## config.mk

```make
export PLATFORM = sky130hd
export DESIGN_NAME = asic_ram_arbiter
export DESIGN_NICKNAME = d
export VERILOG_FILES = /design/src/rtl/asic_ram_arbiter.sv
export SDC_FILE = /design/constraint.sdc
export NUM_CORES = 1
export LEC_CHECK = 0
export BUFFER_PORTS_ARGS = -buffer_cell sky130_fd_sc_hd__buf_2
export CAP_MARGIN = 5
export CORE_MARGIN = 2
export CORE_UTILIZATION = 40
export DETAILED_ROUTE_END_ITERATION = 10
export GPL_TIMING_DRIVEN = 0
export PLACE_DENSITY = 0.69
export RECOVER_POWER = 50
export SLEW_MARGIN = 20
export SYNTH_ARGS = -nofsm -noshare
export SYNTH_HDL_FRONTEND = slang
export SYNTH_SLANG_ARGS = --single-unit
export TNS_END_PERCENT = 1
```

## constraint.sdc

```tcl
create_clock -name clk_sys -period 4.3 [get_ports clk_sys]
set_input_delay 0.86 -clock clk_sys [delete_from_list [all_inputs] [get_ports clk_sys]]
set_output_delay 0.86 -clock clk_sys [all_outputs]
set_load 0.05 [all_outputs]
```

## src/rtl/asic_ram_arbiter.sv

```systemverilog
// asic_ram_arbiter: shares the Plus ASIC RAM between video, CPU and DMA using fixed
// priority, with DMA promoted to top priority after DMA_MAX_WAIT consecutive denials.
module asic_ram_arbiter #(
  parameter int AW = 14,
  parameter int DW = 8,
  parameter int DMA_MAX_WAIT = 8
) (
  input  logic          clk_sys,
  input  logic          reset_n,
  input  logic          plus_enable,
  input  logic          vid_req,
  input  logic [AW-1:0] vid_addr,
  output logic          vid_ack,
  output logic          vid_rvalid,
  output logic [DW-1:0] vid_rdata,
  input  logic          cpu_req,
  input  logic          cpu_we,
  input  logic [AW-1:0] cpu_addr,
  input  logic [DW-1:0] cpu_wdata,
  output logic          cpu_ack,
  output logic          cpu_rvalid,
  output logic [DW-1:0] cpu_rdata,
  input  logic          dma_req,
  input  logic [AW-1:0] dma_addr,
  output logic          dma_ack,
  output logic          dma_rvalid,
  output logic [DW-1:0] dma_rdata,
  output logic [AW-1:0] ram_addr,
  output logic          ram_rd,
  output logic          ram_wr,
  output logic [DW-1:0] ram_din,
  input  logic [DW-1:0] ram_q,
  output logic          starve_evt
);
  // Agent index: 0 = video, 1 = CPU, 2 = DMA
  logic [2:0] ack_q, ack_d, rvalid_q, rvalid_d, el, gnt;
  logic [7:0] wait_q, wait_d;
  logic [AW-1:0] addr_q, addr_d;
  logic [DW-1:0] din_q, din_d;
  logic [2:0][DW-1:0] hold_q, hold_d;
  logic rd_q, rd_d, wr_q, wr_d, starve_q, starve_d, promote;

  always_comb begin
    el = {dma_req, cpu_req, vid_req} & {3{plus_enable}} & ~ack_q;
    promote = (wait_q == 8'(DMA_MAX_WAIT)) && el[2];
    gnt = promote ? 3'b100 : el[0] ? 3'b001 : el[1] ? 3'b010 : el[2] ? 3'b100 : 3'b000;
    wait_d = (!plus_enable || !dma_req || gnt[2]) ? 8'd0 :
             (el[2] && wait_q < 8'(DMA_MAX_WAIT)) ? wait_q + 8'd1 : wait_q;
    ack_d = gnt;
    addr_d = gnt[0] ? vid_addr : gnt[1] ? cpu_addr : gnt[2] ? dma_addr : addr_q;
    wr_d = gnt[1] & cpu_we;
    rd_d = (|gnt) & ~wr_d;
    din_d = wr_d ? cpu_wdata : din_q;
    starve_d = promote;
    rvalid_d = ack_q & {3{rd_q}};
    for (int i = 0; i < 3; i++) hold_d[i] = rvalid_q[i] ? ram_q : hold_q[i];
  end

  always_ff @(posedge clk_sys or negedge reset_n) begin
    if (!reset_n) begin
      ack_q    <= '0;
      rvalid_q <= '0;
      wait_q   <= '0;
      addr_q   <= '0;
      din_q    <= '0;
      hold_q   <= '0;
      rd_q     <= 1'b0;
      wr_q     <= 1'b0;
      starve_q <= 1'b0;
    end else begin
      ack_q    <= ack_d;
      rvalid_q <= rvalid_d;
      wait_q   <= wait_d;
      addr_q   <= addr_d;
      din_q    <= din_d;
      hold_q   <= hold_d;
      rd_q     <= rd_d;
      wr_q     <= wr_d;
      starve_q <= starve_d;
    end
  end

  assign {dma_ack, cpu_ack, vid_ack} = ack_q;
  assign {dma_rvalid, cpu_rvalid, vid_rvalid} = rvalid_q;
  // Read data passes straight from the RAM on the return cycle, otherwise holds
  assign vid_rdata = rvalid_q[0] ? ram_q : hold_q[0];
  assign cpu_rdata = rvalid_q[1] ? ram_q : hold_q[1];
  assign dma_rdata = rvalid_q[2] ? ram_q : hold_q[2];
  assign ram_addr = addr_q;
  assign ram_din = din_q;
  assign ram_rd = rd_q;
  assign ram_wr = wr_q;
  assign starve_evt = starve_q;
endmodule

```

# After elaboration in Yosys (flattened, before gate mapping)
# Cells that the tools add are included.
# totals
reg_bits	63
inputBits	65
output_inout_bits	55
wordCells	42
# classes
n_addsub	1
order_cmp	1
eq_ne	1
mux	12
bitwise_logic	7
n_reduce_logical	9
# op_table
op	n
$mux 14	3
$mux 8	5
$mux 3	4
$and 3x3->3	3
$add 8x1->8 const B	1
$eq 8x4->1 const B	1
$lt 8x4->1 const B	1
$not 3->3	1
$reduce_bool 3->1	1
$reduce_or 3->1	1
$and 1x1->1	2
$logic_and 1x1->1	2
$logic_not 1->1	2
$logic_or 1x1->1	2
$reduce_bool 2->1	1
$not 1->1	1

# Depth between registers and ports, before layout
# logic_depth
ltp_word	9
mapped_depth	8
mapped_depth_nobuf	6

# Worst setup path after synthesis
# No wires, ideal clock.
# synth_timing
path_type	reg2out
start	reg rvalid_q[1]
end	out cpu_rdata[0]
t_arrival_ns	1.436
t_required_ns	3.440
setup_slack_ns	2.004
path_stages_with_launch	3
path_buffers	1
cell_sequence	dfrtp_1 clkbuf_1 mux2_2
# synth_between
elab_chain_len	1
# synth_lines
item	line	text
start, declared	36	logic [2:0] ack_q, ack_d, rvalid_q, rvalid_d, el, gnt;
start signal, assigned	72	rvalid_q <= rvalid_d;
$mux 8	87	assign cpu_rdata = rvalid_q[1] ? ram_q : hold_q[1];
end, declared	22	output logic [DW-1:0] cpu_rdata,
# Every way passes these cells.

# Worst setup path after layout
# layout_timing
start	reg rvalid_q[0]
end	out vid_rdata[5]
# layout_between
elab_chain_len	1
# layout_lines
item	line	text
$mux 8	86	assign vid_rdata = rvalid_q[0] ? ram_q : hold_q[0];
end, declared	15	output logic [DW-1:0] vid_rdata,
# Every way passes these cells.

==> run metrics <==
combined area of the multi-input logic cells=1159 µm²; count of final hold-check violations=0; post-route worst hold slack=0.4775 ns; number of buffers inserted during clock tree synthesis=9; hold buffers post-CTS=0; commonest non-fill, non-tap cell in the layout=buf_2; fraction of layout cells with a size suffix above 1=42.66%; Die Y=88.19 µm; total setup buffers inserted after CTS=0; number of DRC markers in iteration 0=73; count of yosys warnings during synthesis=0; number of remaining DRC errors=0; Max Slew Vio Count=64; fin crit share=60.33%; post-layout instance area=3820 µm²; number of global-route vias before repair=2294; CP required=3.44 ns; clock net sink count=63; summed negative setup slack over all endpoints=0 ns; kind of end point of the critical path=output port; commonest cells after routing, fill and taps aside=119 x buf_2, 63 x dfrtp_1, 21 x mux2_1, 15 x mux2i_1; wire length reported by the detailed router=6778 µm; violated checks=capacitance limit, slew limit; remaining antenna violation count after routing=0; Synth Cell Area=2835 µm²; normalized max-slew margin=-3.443%; area grow syn2layout=34.73%; Detailed Routing Iterations Pass 1=4; master cell of the clock root buffer=clkbuf_8; sum of overflow across all layers after global routing=0; count of buffers inserted at the top-level ports=119; Sequential cell area=1577 µm²; average wire per standard cell=14.83 µm; die width=88.19 µm; Std-Cell Core Area=6832 µm²; maximum number of buffers from clock root to sink=2; max cap viols=1; antenna violations before repair=0; CTS tree=yes; deepest level of the CTS H-tree=3; post-synthesis sequential area ratio=55.60%; maximum clock frequency=385.5 MHz; Clock Latency Late Sink=0.34 ns; time the worst path needs with I/O delays and setup=2.594 ns; power density relative to cell area=566.5 nW/µm²; number of nets in the layout=423; kind of start point of the critical path=register; largest net degree at the start of global routing=64; number of setup violations in the final report=0; Critical Path Fanout Max=8; critical path start-end classification=register to output port; CTS clock-pin slew for the worst setup and hold paths=0.07 ns; number of standard cells after synthesis=226; result of the run=finished with violations; placed inst area=3553 µm²; delay contributed by the slowest stage of the critical path=0.42 ns; actual slew at the worst max-slew pin=1.552 ns; starting density of the core=41.50%; Ports=120; final design utilization=55.92%; CP delay by family, top=buffers and inverters; number of filler cells placed in the layout=608; nets in the synthesized netlist=293; number of rows created at floorplan=30; Overall Global Routing Usage=18.42%; leakage dissipation=1.858 nW; unrepaired setup endpoints after global routing=false; total number of vias=2307; global placer's final weighted congestion=0.8041; total of flip-flops plus latches after synthesis=63; Hold WC Path Type=register to register; clock tree skew after final layout=0.005823 ns; die footprint=7777 µm²; Max IR drop VDD=189.0 µV; number of antenna repair diodes=0; post-detailed-route via-to-cell ratio=5.048; post-cts repair resize count=0; first-pass GRT wire length=10840 µm; Buf+Inv Stages, Crit Path=2; data arrival at the endpoint of the critical path=1.73 ns; placed wire-length estimate after detailed placement=4887 µm; Crit-path slowest cell=clkbuf_1; critical path cell sequence=clkbuf_1 > mux2_2 > buf_2; count of distinct cell types in the synthesized netlist=37; mean post-synth cell area=12.55 µm²
-- synthesized netlist by cell type --
master,count,share of area (%)
nand2b_1,1,0.22
xnor2_1,2,0.62
o31a_1,1,0.31
mux2i_1,15,5.3
ha_1,2,0.88
nand3b_1,3,0.79
nand4_1,1,0.22
o211a_1,1,0.35
and3b_1,2,0.62
nand2_1,1,0.13
nor3_2,1,0.35
nor3_1,1,0.18
a31oi_1,14,3.1
and2_1,7,1.5
o22ai_1,14,3.1
buf_12,1,0.71
clkbuf_1,12,1.6
dfrtp_1,63,56
buf_4,1,0.26
o31ai_4,1,0.75
nor4b_1,1,0.31
a21o_1,14,3.7
nor2b_1,3,0.66
buf_2,1,0.18
inv_1,2,0.26
a41oi_1,1,0.31
buf_6,1,0.40
mux2_1,8,3.2
a2bb2oi_1,1,0.31
inv_2,1,0.13
nor2_1,7,0.93
nor2_2,1,0.22
o211ai_1,1,0.26
o21ai_0,14,2.5
nor3b_1,1,0.26
mux2_2,24,9.5
or4_1,1,0.26
-- final cells by class --
type,instances,share of cell area [%]
clock buffers,9,3.243
clock inverters,7,3.800
flip-flops and latches,63,41.27
multi-input cells,144,30.33
plain buffers,16,2.326
well taps,96,3.144
repair buffers,119,15.59
inverters,3,0.2948
-- state kept, by name (all words and copies together) (netlist names) --
register,cells
hold_q,24
wait_q,8
ack_q,3
ram_din,8
starve_evt,1
ram_rd,1
rvalid_q,3
ram_addr,14
ram_wr,1
-- kinds of logic after synthesis --
logic type | synth area share (%)
xor+xnor | 0.6179
fa+ha+maj | 0.8825
simple gates | 6.708
mux | 18.01
compound gates | 14.65
flops | 55.60
buf+inv | 3.530
-- routing by layer --
| metal | share of wire (%) | GRT usage (%) | wire, µm | up-vias |
|---|---|---|---|---|
| li1 | - | - | - | 1092 |
| met2 | 47 | 29.32 | 3156 | 101 |
| met1 | 43 | 22.87 | 2908 | 1105 |
| met4 | 1.3 | 6.474 | 89 | 0 |
| met3 | 9.2 | 7.257 | 625 | 9 |
| met5 | 0 | 0 | 0 | - |
-- report_power, final --
group / switching [mW] / leakage (nW) / internal (mW)
Combinational: 0.556 / 0.953 / 0.186
Sequential: 0.0390 / 0.775 / 0.702
Clock: 0.236 / 0.130 / 0.445
-- through the flow --
| stage | power (mW) | setup WS [ns] | std cells |
|---|---|---|---|
| final | 2.164 | 1.706 | 457 |
| after global routing | 2.262 | 1.604 | 457 |
| after CTS | 2.197 | 1.665 | 457 |
| after detailed placement | 1.508 | 1.774 | 441 |
| after global placement | 1.496 | 1.778 | 441 |
| after floorplan | 1.318 | 2.004 | 226 |
-- final timing paths --
check                            start           end  slack [ns]  cells past startpoint
setup / recovery           rvalid_q[0]  vid_rdata[5]        1.71                      3
hold / removal               hold_q[7]     hold_q[7]        0.48                      1
setup reg to reg             wait_q[0]    ram_din[2]        2.25                      7
hold reg to reg              hold_q[7]     hold_q[7]        0.48                      1
max in group asynchronous      reset_n   ram_addr[3]        2.49                      1
min in group asynchronous      reset_n    ram_din[4]        0.91                      1
No activity file was read; power rests on OpenSTA's default activity.
